### config.mk
export PLATFORM = sky130hd
export DESIGN_NAME = mdu
export DESIGN_NICKNAME = d
export VERILOG_FILES = /design/src/rtl/mdu.sv
export SDC_FILE = /design/constraint.sdc
export NUM_CORES = 1
export LEC_CHECK = 0
export BUFFER_PORTS_ARGS = -buffer_cell sky130_fd_sc_hd__buf_2
export CAP_MARGIN = 40
export CORE_ASPECT_RATIO = 0.75
export CORE_MARGIN = 8
export CORE_UTILIZATION = 35
export CTS_CLUSTER_DIAMETER = 120
export DETAILED_ROUTE_END_ITERATION = 10
export PLACE_DENSITY = 0.49
export SYNTH_ARGS = -nofsm -noshare
export SYNTH_HDL_FRONTEND = slang
export SYNTH_SLANG_ARGS = --single-unit
### constraint.sdc
create_clock -name i_clk -period 14.9 [get_ports i_clk]
set_input_delay 0 -clock i_clk [delete_from_list [all_inputs] [get_ports i_clk]]
set_output_delay 0 -clock i_clk [all_outputs]
set_load 0.05 [all_outputs]
### src/rtl/mdu.sv
// Iterative RV32M multiply/divide unit: shift-add multiply, restoring divide.
// Optional MDU_FAST_MUL_EN replaces the iterative multiply with a one-cycle product.
module mdu #(
    parameter int XLEN  = 32,
    parameter int CNT_W = $clog2(XLEN) + 1
) (
    input  logic            i_clk,
    input  logic            i_rst,
    input  logic            i_valid,
    output logic            o_ready,
    input  logic [2:0]      i_op,
    input  logic [XLEN-1:0] i_a,
    input  logic [XLEN-1:0] i_b,
    input  logic            i_kill,
    output logic            o_valid,
    input  logic            i_ready,
    output logic [XLEN-1:0] o_result
);

    typedef enum logic [1:0] {IDLE, CALC, DONE} state_t;

    localparam logic [XLEN-1:0] MIN = {1'b1, {(XLEN-1){1'b0}}};

    state_t            state;
    logic [2:0]        op;
    logic [CNT_W-1:0]  cnt;
    logic              neg;
    logic [2*XLEN-1:0] prod;   // mul: {accumulator, multiplier}; div: low half dividend -> quotient
    logic [XLEN-1:0]   opb;    // multiplicand or divisor
    logic [XLEN-1:0]   rem;

    // Request decode
    logic            a_signed, b_signed, a_neg, b_neg, sign, b_zero, ovf;
    logic [XLEN-1:0] a_mag, b_mag, special;

    always_comb begin
        a_signed = (i_op == 3'b001) || (i_op == 3'b010) || (i_op[2] && !i_op[0]);
        b_signed = (i_op == 3'b001) || (i_op[2] && !i_op[0]);
        a_neg    = a_signed && i_a[XLEN-1];
        b_neg    = b_signed && i_b[XLEN-1];
        a_mag    = a_neg ? -i_a : i_a;
        b_mag    = b_neg ? -i_b : i_b;
        sign     = (i_op[2] && i_op[1]) ? a_neg : (a_neg ^ b_neg);
        b_zero   = (i_b == '0);
        ovf      = !i_op[0] && (i_a == MIN) && (i_b == '1);
        if (b_zero)
            special = i_op[1] ? i_a : '1;
        else
            special = i_op[1] ? '0 : MIN;
    end

    // One iteration step and the sign fix-up applied to its outcome
    logic [XLEN:0]     sum, shifted, diff;
    logic              ge;
    logic [2*XLEN-1:0] mul_next, prod_fix;
    logic [XLEN-1:0]   q_next, rem_next, q_fix, rem_fix, result_fix;

    always_comb begin
        sum      = {1'b0, prod[2*XLEN-1:XLEN]} + (prod[0] ? {1'b0, opb} : '0);
        mul_next = {sum, prod[XLEN-1:1]};
        shifted  = {rem, prod[XLEN-1]};
        diff     = shifted - {1'b0, opb};
        ge       = !diff[XLEN];
        rem_next = ge ? diff[XLEN-1:0] : shifted[XLEN-1:0];
        q_next   = {prod[XLEN-2:0], ge};
        prod_fix = neg ? -mul_next : mul_next;
        q_fix    = neg ? -q_next : q_next;
        rem_fix  = neg ? -rem_next : rem_next;
        if (op[2])
            result_fix = op[1] ? rem_fix : q_fix;
        else
            result_fix = (op[1:0] == 2'b00) ? prod_fix[XLEN-1:0] : prod_fix[2*XLEN-1:XLEN];
    end

`ifdef MDU_FAST_MUL_EN
    logic signed [XLEN:0]     fa, fb;
    logic signed [2*XLEN+1:0] fp;

    always_comb begin
        fa = {a_signed && i_a[XLEN-1], i_a};
        fb = {b_signed && i_b[XLEN-1], i_b};
        fp = fa * fb;
    end
`endif

    always_ff @(posedge i_clk) begin
        if (i_rst) begin
            state    <= IDLE;
            op       <= '0;
            cnt      <= '0;
            neg      <= 1'b0;
            prod     <= '0;
            opb      <= '0;
            rem      <= '0;
            o_result <= '0;
        end else begin
            case (state)
                IDLE: begin
                    if (i_valid && !i_kill) begin
                        op  <= i_op;
                        neg <= sign;
                        if (i_op[2] && (b_zero || ovf)) begin
                            o_result <= special;
                            state    <= DONE;
                        end
`ifdef MDU_FAST_MUL_EN
                        else if (!i_op[2]) begin
                            o_result <= (i_op[1:0] == 2'b00) ? fp[XLEN-1:0] : fp[2*XLEN-1:XLEN];
                            state    <= DONE;
                        end
`endif
                        else begin
                            prod  <= {{XLEN{1'b0}}, i_op[2] ? a_mag : b_mag};
                            opb   <= i_op[2] ? b_mag : a_mag;
                            rem   <= '0;
                            cnt   <= CNT_W'(XLEN);
                            state <= CALC;
                        end
                    end
                end
                CALC: begin
                    if (i_kill) begin
                        state <= IDLE;
                    end else begin
                        prod <= op[2] ? {prod[2*XLEN-1:XLEN], q_next} : mul_next;
                        rem  <= rem_next;
                        cnt  <= cnt - 1'b1;
                        if (cnt == CNT_W'(1)) begin
                            o_result <= result_fix;
                            state    <= DONE;
                        end
                    end
                end
                DONE: begin
                    if (i_kill || i_ready)
                        state <= IDLE;
                end
                default: state <= IDLE;
            endcase
        end
    end

    assign o_ready = (state == IDLE);
    assign o_valid = (state == DONE);

endmodule

# After elaboration in Yosys (flattened, before gate mapping)

Cells that the tools add are included.
W data, S select, Z words.

Register bits: 172
Bits in latches: 0
Memory bits (writable): 0
Memory bits (read-only): 0
Memories kept: 0

Add/sub/neg operators: 8
Multipliers: 0
Divide/modulo/power cells: 0
Order comparisons: 0
Equality and inequality tests: 15
Shifts and indexed selects: 0
Mux-type cells: 40
Bitwise logic cells: 2
Reductions and logical operators: 26

Operator list:

| kind                   | count |
|---|---|
| $mux W32               | 21 |
| $mux W64               | 5 |
| $neg A32 Y32           | 4 |
| $pmux W32 S2           | 2 |
| $pmux W64 S2           | 1 |
| $eq A32 B32 Y1 const B | 2 |
| $neg A64 Y64           | 1 |
| $add A32 B32 Y33       | 1 |
| $sub A33 B32 Y33       | 1 |
| $logic_not A32 Y1      | 1 |
| $mux W6                | 3 |
| $pmux W6 S2            | 1 |
| $mux W2                | 5 |
| $reduce_and A5 Y1      | 2 |
| $logic_and A1 B1 Y1    | 8 |
| $ne A2 B2 Y1 const B   | 4 |
| $eq A6 B1 Y1 const B   | 1 |
| $ne A2 B1 Y1 const B   | 3 |
| $pmux W2 S3            | 1 |
| $reduce_and A3 Y1      | 2 |
| $sub A6 B1 Y6 const B  | 1 |
| $logic_or A1 B1 Y1     | 5 |
| $logic_not A2 Y1       | 2 |
| $reduce_and A4 Y1      | 1 |
| other kinds (11)       | 13 |

# Logic depth before layout (Yosys ltp)

Gate-level depths: netlist (run 1).

Word-level depth: 9
Depth in mapped cells: 28
Gate-level depth less buffers: 23

# Worst setup path after synthesis (run 1)

OpenSTA, ideal clock, no wires.

Kind: register to register
Start: reg prod[31]
End: reg o_result[22]
Library setup time: 0.116 ns
Data arrival time: 5.379 ns
Path slack: 9.405 ns
Stages on the path, launching flop included: 28
Path through: dfxtp_1 -> inv_1 -> ha_1 -> fa_1 -> nand2b_1 -> a21oi_1 -> o211a_1 -> o31a_1 -> o21a_1 -> buf_2 -> nor2_2 -> inv_1 -> buf_2 -> clkbuf_1 -> clkbuf_1 -> o21ai_0 -> inv_1 -> ha_1 -> buf_1 -> inv_1 -> or4_1 -> a21oi_1 -> a41o_1 -> nand2_1 -> nor4_1 -> mux2i_1 -> a311oi_1 -> a31o_2

Cells in the longest elaborated chain, start to end: 9

RTL lines:

| item                                         | line   | source |
|---|---|---|
| start: declaration                           | 28     | `logic [2*XLEN-1:0] prod;` |
| start signal: assignment                     | 113    | `prod <= {{XLEN{1'b0}}, i_op[2] ? a_mag : b_mag};` |
| start signal: assignment                     | 125    | `prod <= op[2] ? {prod[2*XLEN-1:XLEN], q_next} : mul_next;` |
| $sub A33 B32 Y33                             | 62     | `diff = shifted - {1'b0, opb};` |
| $mux W32 or $logic_not A1 Y1 (tied branches) | 64, 63 |  |
| $neg A32 Y32 (on tied branches)              | 68, 67 |  |
| $mux W32 (on tied branches)                  | 68, 67 |  |
| $mux W32                                     | 70     | `result_fix = op[1] ? rem_fix : q_fix;` |
| $mux W32 *                                   | 69     | `if (op[2])` |
| $mux W32 *                                   | 128    | `if (cnt == CNT_W'(1)) begin` |
| $mux W32 *                                   | 122    | `if (i_kill) begin` |
| $pmux W32 S2 *                               | 97     | `case (state)` |
| end signal: assignment                       | 103    | `o_result <= special;` |
| end signal: assignment                       | 129    | `o_result <= result_fix;` |
| end: declaration                             | 17     | `output logic [XLEN-1:0] o_result` |

Mark *: on every way between the ends. The rest lies on a longest branch, timed or not. The select of a mux whose other input is x is not followed.
A chain may end at the register's enable or synchronous reset.

# Worst setup path after layout (run 1)

Ends and elaborated chain as after synthesis.

==> results of run 1 <==
area by class of cell:
class	instances	share of cell area, %
sequential	172	17.4
timing repair buffer	169	5.20
multi-input combinational	2200	68.8
tap	666	4.21
clock inverter	13	0.790
inverter	74	1.40
clock buffer	19	2.19
per-layer routing:
metal / global-route usage [%] / up-vias / share of wire (%)
met5: 0 / - / 0.086
met4: 10.5 / 12 / 3.5
met3: 10.8 / 141 / 12
met2: 41.1 / 1153 / 38
met1: 43.8 / 10100 / 46
li1: - / 9674 / -
layout by cell type (no fill, tap or decap), types with 33 or more instances in the layout:
| master | n |
|---|---|
| buf_2 | 110 |
| nand2_1 | 275 |
| nor2_1 | 359 |
| inv_1 | 73 |
| a21oi_1 | 201 |
| a22oi_1 | 52 |
| xnor2_1 | 90 |
| buf_4 | 48 |
| ha_1 | 72 |
| xor2_1 | 79 |
| a211oi_1 | 54 |
| or3_1 | 43 |
| o21ai_0 | 186 |
| o31ai_1 | 33 |
| dfxtp_1 | 169 |
| mux2i_1 | 71 |
| a31oi_1 | 36 |
| nand3_1 | 46 |
| o211ai_1 | 69 |
| nor3_1 | 104 |
power groups by stage:
stage	logic [mW]	registers, mW	clock network [mW]
floorplan	1.05	0.533	0
global placement	1.58	0.597	0
detailed placement	1.59	0.598	0
CTS	1.60	0.587	0.499
global route	1.75	0.596	0.517
finish	1.66	0.592	0.494
stage by stage:
step | cells | power, mW
after global routing | 3313 | 2.86
after detailed placement | 3274 | 2.18
after floorplan | 2644 | 1.59
final | 3313 | 2.74
after global placement | 3264 | 2.18
after CTS | 3312 | 2.68
sequential cells by signal, summed over array words and instances, names as in the netlist:
name,flops
op,3
prod,64
rem,32
neg,1
opb,32
cnt,6
state,2
o_result,32
path summary, 6_finish.rpt:
path	to	slack, ps	cells past startpoint
setup / recovery	o_result[22]$_SDFFE_PP0P_	8180	23
hold / removal	opb[31]$_SDFFE_PP0P_	30	3
setup reg to reg	o_result[22]$_SDFFE_PP0P_	8180	23
hold reg to reg	opb[28]$_SDFFE_PP0P_	450	2
cell families after synthesis:
kind of cell,after synthesis
flip-flops,172
multiplexers,84
AO/OA/AOI/OAI,836
adder cells (fa/ha/maj),74
AND/OR/NAND/NOR,1037
buffers and inverters,272
XOR/XNOR,169
worst register-to-register path, cell delays in order (launching register included):
cell	delay, ps
dfxtp_1	510
inv_1	150
ha_1	270
fa_1	450
nand2b_1	210
a21oi_1	430
o211a_1	300
o31a_1	220
o21a_1	470
nor2_4	80
inv_1	90
buf_4	470
o21ai_0	320
inv_1	120
ha_1	360
inv_1	150
or4_1	480
a21oi_1	180
a41o_1	120
nand2_1	120
nor4_1	340
mux2i_1	120
a311oi_1	490
a31o_2	220
what timing repair did:
action,4_1_cts,5_1_grt
endpoints found under the hold margin,39,0
hold buffers,6,0
buffers inserted,0,0
==> summary.md, run 1 <==
The area fraction in compound gates after synthesis works out to 30.2%. The cell with the most instances after synthesis was nor2_1. Summing all non-filler instances in the final layout gives an area of 0.0198 mm².

The critical path launch point was prod[31]$_SDFFE_PP0P_. Shortest clock period the worst path allows after layout: 6720 ps. The post-CTS resize count was 0; the global routing usage summed across all routing layers was 30.5%. The start of the worst register-to-register path was prod[31]$_SDFFE_PP0P_. For this run, the slowest stage of the critical path takes 510 ps. Summing the sequential cell areas from Yosys gives 19.1% of the chip area. For the total iterations of the first detailed-routing run, the log shows 6. The number of I/O port buffers works out to 105. Setup repair after global routing left no endpoint under its margin. CTS built an H-tree with a depth of 4.

The worst setup path is captured at a flip-flop. Summed over all failing endpoints, the final setup total negative slack is 0 ps. After detailed routing, the number of vias per cell comes to 6.36.

The number of placement rows came out at 72. In this run, the combinational gates consume 60.4% of the power. The synthesized netlist devotes 26.7% of its cell area to simple gates.

The multi-input combinational cells in the finished layout cover a total of 0.0136 mm². Among the stages of the critical path, the cell type that occurs most often is inv_1. The layout has 5468 filler cells.

Synthesis instantiated 82 different standard cells from the library. The tools report the worst setup slack before clock tree synthesis as 8410 ps. At the end of the flow, the number of nets in the layout was 2780. The tools report the clock latency of the later-clocked register in the worst-skew pair as 490 ps.

The growth of design area from synthesis to finish is 9.51%, and the portion of synthesized cell area occupied by the leading cell type is 19.1%. The total overflow left after global routing is 0. The synthesized netlist devotes 8.19% of its cell area to XOR and XNOR gates. Cells fill 38.6% of the core in the end. IR analysis of the VDD net gives a maximum drop of 0.0973 mV. Clock-pin slew was measured on the worst setup and hold paths at 80 ps. The prevailing post-synth register cell was dfxtp_1.

The nature of the critical path startpoint was a flip-flop. The core footprint was 0.0513 mm²; the share of the clock period used by the worst path was 45.1%. The commonest cells after synthesis are nor2_1 (362), nand2_1 (275), a21oi_1 (201), o21ai_0 (186), dfxtp_1 (172).

Entering global routing, the biggest net connects 72 pins. For the wire length of the first global-routing pass, the log shows 134 mm. The congestion estimate from routability-driven global placement came to 1.04.

The die is 278 µm wide. Cell area reported after detailed placement: 0.0191 mm². In this run, flip-flops and latches consume 21.6% of the power. The power share of the clock group is 18.0%. The run gives 0 as the post-detailed-route DRC marker count. The tools report the top achievable clock speed as 149 MHz. After synthesis, the cell types taking the most area are dfxtp_1 (19%), nor2_1 (7.5%), nand2_1 (5.7%), a21oi_1 (5.6%), o21ai_0 (5.2%). The number of antenna violations at the first check in global routing is 11. Cell internal power was estimated by the tool at 1.25 mW.

For the worst setup path, the data arrival time is 7150 ps. Yosys mapped a number of flops with a built-in enable equal to 0. The area share of fa/ha/maj cells after synthesis works out to 5.21%. TritonCTS built the clock tree. Root buffer cell: clkbuf_16.

The normalized max-slew margin came out at 35.7%. Clock skew on the completed layout was measured at 13.1 ps. The number of hold-slack violations in the final timing report came out at 0. The post-detailed-route count of antenna-violating nets is 0. Main combinational cell family by area after synthesis: compound AO/OA/AOI/OAI gates. For this block, the routed nets add up to 93.7 mm of wire. The multiplexer share of the synthesized area was 4.87%. Pin placement for this block handled 106 I/O pins. Summed over all nets, the switching power comes to 1.49 mW.

The fraction of final layout cells sized beyond drive strength 1 works out to 9.03%. In this run the mean area of a mapped cell was 6.84 µm². The tools report the data required time at the worst endpoint as 15330 ps.

The run gives 0 as the final number of max-transition violations. The starting utilization of the core area came out at 35.3%. For this design the ratio of total power to cell area is 139 mW/mm². The cell taking the most area after synthesis is dfxtp_1. The buffering stage count on the worst path with inverters included works out to 5. The slew at the pin with the worst max-slew slack works out to 958 ps. The tightest hold path in the finished design has a slack of 33.9 ps. Number of global-route vias before repair: 18.8k. The type of the worst setup path is reg -> reg. For this design the static power due to leakage is 7.44 nW. In this run, the number of DRC markers left after iteration 0 of detailed routing was 2907. Synthesis produced a netlist whose cell count is 2644. Once routing completed, OpenROAD measured the worst setup slack at 8180 ps.

The die covers 0.0592 mm². Switching share of power: 54.4%. Worst min-delay path class: in -> reg.

The family with the most delay on the worst path is compound AO/OA/AOI/OAI gates. Flip-flop and latch area: 0.00345 mm². For the cell area after synthesis, the log shows 0.0181 mm².

The flow ran to the end, and the final reports show no timing, DRC or antenna violations. The tool flagged a number of max-cap violations equal to 0. Along the worst path, the maximum fanout reaches 47. The die is 213 µm tall. The Yosys step of the flow raised 0 warnings.

Among all stages on the critical path, the largest delay is contributed by dfxtp_1. The worst hold path begins at i_a[31]. Detailed placement ended at an HPWL of 73.2 mm. The flip-flop and latch count after synthesis came out at 172. Summing over every cut layer, the via total after detailed routing is 21.1k. Counting every net in the synthesized netlist gives 2790. The routed length per instance is 28.3 µm.

The TritonCTS sink count is 172, and the number of clock buffers inserted by TritonCTS is 17. The async set-reset flop share out of synthesis was 0%; the maximum clock insertion buffer count was 2. For the antenna cell count, the log shows 0. Setup violations remaining at the end of the flow were counted as 0. Walking the worst path, the cells encountered are inv_1 -> ha_1 -> fa_1 -> nand2b_1 -> a21oi_1 -> o211a_1 -> o31a_1 -> o21a_1 -> nor2_4 -> inv_1 -> buf_4 -> o21ai_0 -> inv_1 -> ha_1 -> inv_1 -> or4_1 -> a21oi_1 -> a41o_1 -> nand2_1 -> nor4_1 -> mux2i_1 -> a311oi_1 -> a31o_2.
Note: power is estimated with default switching activity, not from simulation.
==> inputs of run 2 (changes only) <==
Settings changed: PLACE_DENSITY 0.49 to 0.51.
Clock period 14.9 ns to 5.95 ns, I/O delays scaled along.
==> run 2 against run 1 <==
Final cell count up 0.48%; die area stayed put; fmax up 15%; count of clock-buffer cells in the layout decreased by 2; core utilization increased by 0.45 points; first-iteration DRC count up 8.3%; final area up 1.2%.
==> summary.md, run 2 (synthesis gave the netlist of run 1 again) <==
The flow ran to the end, and the final reports show no timing, DRC or antenna violations. The register with the most flip-flops in the layout has 64 of them. The growth of design area from synthesis to finish came out at 10.8%. In this run the power density over the cells is 357 mW/mm². The run gives 6 as the number of antenna violations at the first check in global routing.

The tightest min-delay check is of the in -> reg type. The final net count was 2796. The worst setup path is captured at a flip-flop. The detailed router finished its first iteration with 3147 violations.

The commonest non-fill, non-tap cell in the layout was nor2_1. The logs give 480 ps for the clock latency of the later-clocked register in the worst-skew pair and 0.189 mV for the largest voltage drop on the vdd net. The first detailed-routing pass took 8 iterations. The first global-routing pass estimated 134 mm of wire.

The most flop-heavy register is prod. After floorplanning, the core was divided into 72 placement rows. The initial utilization of the core area, before any placement, comes to 35.3%. Along the worst path, the maximum fanout reaches 26.

The tools report the H-tree level count as 4. For this design, the sink count on the clock tree is 172. The number of global-route vias before repair is 19.1k, and the post-detailed-route DRC marker count is 0. In the final timing run, aggregate negative setup slack is 0 ps. Cells fill 39.1% of the core in the end.

In this run the vertical extent of the chip is 213 µm. Overall power consumption after layout is estimated at 7.14 mW. The pin count of the biggest net entering global routing came out at 80. The finished cells cover 0.0200 mm².

Data arrives at the worst endpoint at 6150 ps. Based on the critical path, the design can be clocked at up to 172 MHz. Setup violations remaining at the end of the flow were counted as 0.

The run gives 0 as the number of hold-slack violations in the final timing report. The worst setup path is launched from a flip-flop. The tools report the top-level I/O count as 106.

The final hold slack was 11.7 ps; the clock input transition at the sequential cells of the worst setup and hold paths was 80 ps. The share of the clock period used by the worst path works out to 97.8%. The fraction of final layout cells sized beyond drive strength 1 was 9.95%. The top cell types in the final layout, fill and taps aside, are nor2_1 (358), nand2_1 (275), a21oi_1 (200), o21ai_0 (185), dfxtp_1 (169). At the end of routability-driven placement, the weighted congestion stood at 1.00. The tools report the HPWL reported at the end of detailed placement as 72.6 mm. The normalized max-slew margin was 29.9%. TritonCTS built the clock tree.

Across the run, the number of max-cap violations was 0. The setup slack of the critical path after layout was 129 ps. The core footprint was 0.0513 mm².

Between clock sinks in the finished design, the worst skew comes to 12.1 ps. The detail route stage leaves a number of antenna-violating nets equal to 0. The logs give 3295 for the count of placed standard cells including taps and 2 for the maximum clock insertion buffer count.

The number of vias per cell came out at 6.40. After the flow finishes, the layout carries non-filler instances totaling 3329. The final number of max-transition violations was 0; the shortest clock period the worst path allows after layout was 5820 ps. The tools report the total congestion overflow as 0.

For the total routed wirelength, the log shows 92.1 mm. The die width came out at 278 µm. Setup repair after global routing left no endpoint under its margin. CTS placed an instance of clkbuf_16 at the clock tree root.

The number of clock buffers inserted by TritonCTS came out at 17. The leakage power of the design is 7.57 nW, and the buffers inserted during post-CTS setup optimization is 0. For the worst setup path, the data required time is 6280 ps. Global routing used 29.9% of the available tracks across all layers. The run gives 217 ps as the worst setup slack before clock tree synthesis. Slew at the pin with the worst max-slew slack: 1040 ps. The number of I/O port buffers works out to 105. The final route contains 21.3k vias. The routed length per instance is 27.7 µm. The run gives 0.0194 mm² as the cell area reported after detailed placement. The critical path is of the reg -> reg type. The antenna cell count came out at 0. The area enclosed by the die boundary was 0.0592 mm².
run 2: cell count changes in the layout (fill, tap and decap cells not counted), moves of 2 or more:
cell	change
dlygate4sd3_1	-4
buf_12	+2
bufinv_16	+2
buf_4	+20
clkbuf_1	-2
buf_2	-3
clkinv_2	+2
run 2: worst paths after layout:
| path | startpoint | end | slack [ps] | cells after the start |
|---|---|---|---|---|
| worst max-delay path | prod[0]$_SDFFE_PP0P_ | o_result[27]$_SDFFE_PP0P_ | 130 | 17 |
| worst min-delay path | i_ready | state[0]$_SDFFE_PP0P_ | 10 | 5 |
| worst max register to register | prod[0]$_SDFFE_PP0P_ | o_result[27]$_SDFFE_PP0P_ | 130 | 17 |
| worst min register to register | opb[11]$_SDFFE_PP0P_ | opb[11]$_SDFFE_PP0P_ | 450 | 2 |
run 2: critical path, cell delays in order, from the launching register on:
cell	delay, ps
dfxtp_1	530
inv_1	230
buf_4	310
nor2_1	440
ha_1	430
a21oi_1	300
o21ai_0	140
a21oi_1	540
and3_1	260
nor3_1	80
a2111oi_0	480
buf_1	250
nand2_1	170
or3_1	460
nor4_1	350
mux2i_1	170
nor4_2	420
nor4_1	100
run 2: timing repair:
| action | in CTS | in global routing |
|---|---|---|
| hold buffers | 2 | 0 |
| resized for setup | 0 | 3 |
| setup endpoints to repair | 0 | 1 |
| hold endpoints to repair | 2 | 0 |
run 2: per-layer routing:
metal  global-route usage (%)  share of wire [%]  up-vias
met5                        0              0.014        -
met4                     7.86                2.6        2
met2                     42.5                 40     1235
met3                     6.79                 11      124
met1                     44.5                 46    10300
li1                         -                  -     9685
run 2: report_power, final:
group          switching, mW  leakage [nW]  internal [mW]  total, mW
registers              0.244          1.40           1.25       1.50
logic                   2.98          5.86           1.34       4.33
clock network          0.599         0.312          0.714       1.31
run 2: layout make-up:
class	instances	area, µm²
clock buffers	17	425
clock inverters	15	209
inverters	74	278
flip-flops and latches	172	3450
repair buffers	185	1200
fillers	5434	31200
well taps	666	833
multi-input cells	2200	13600
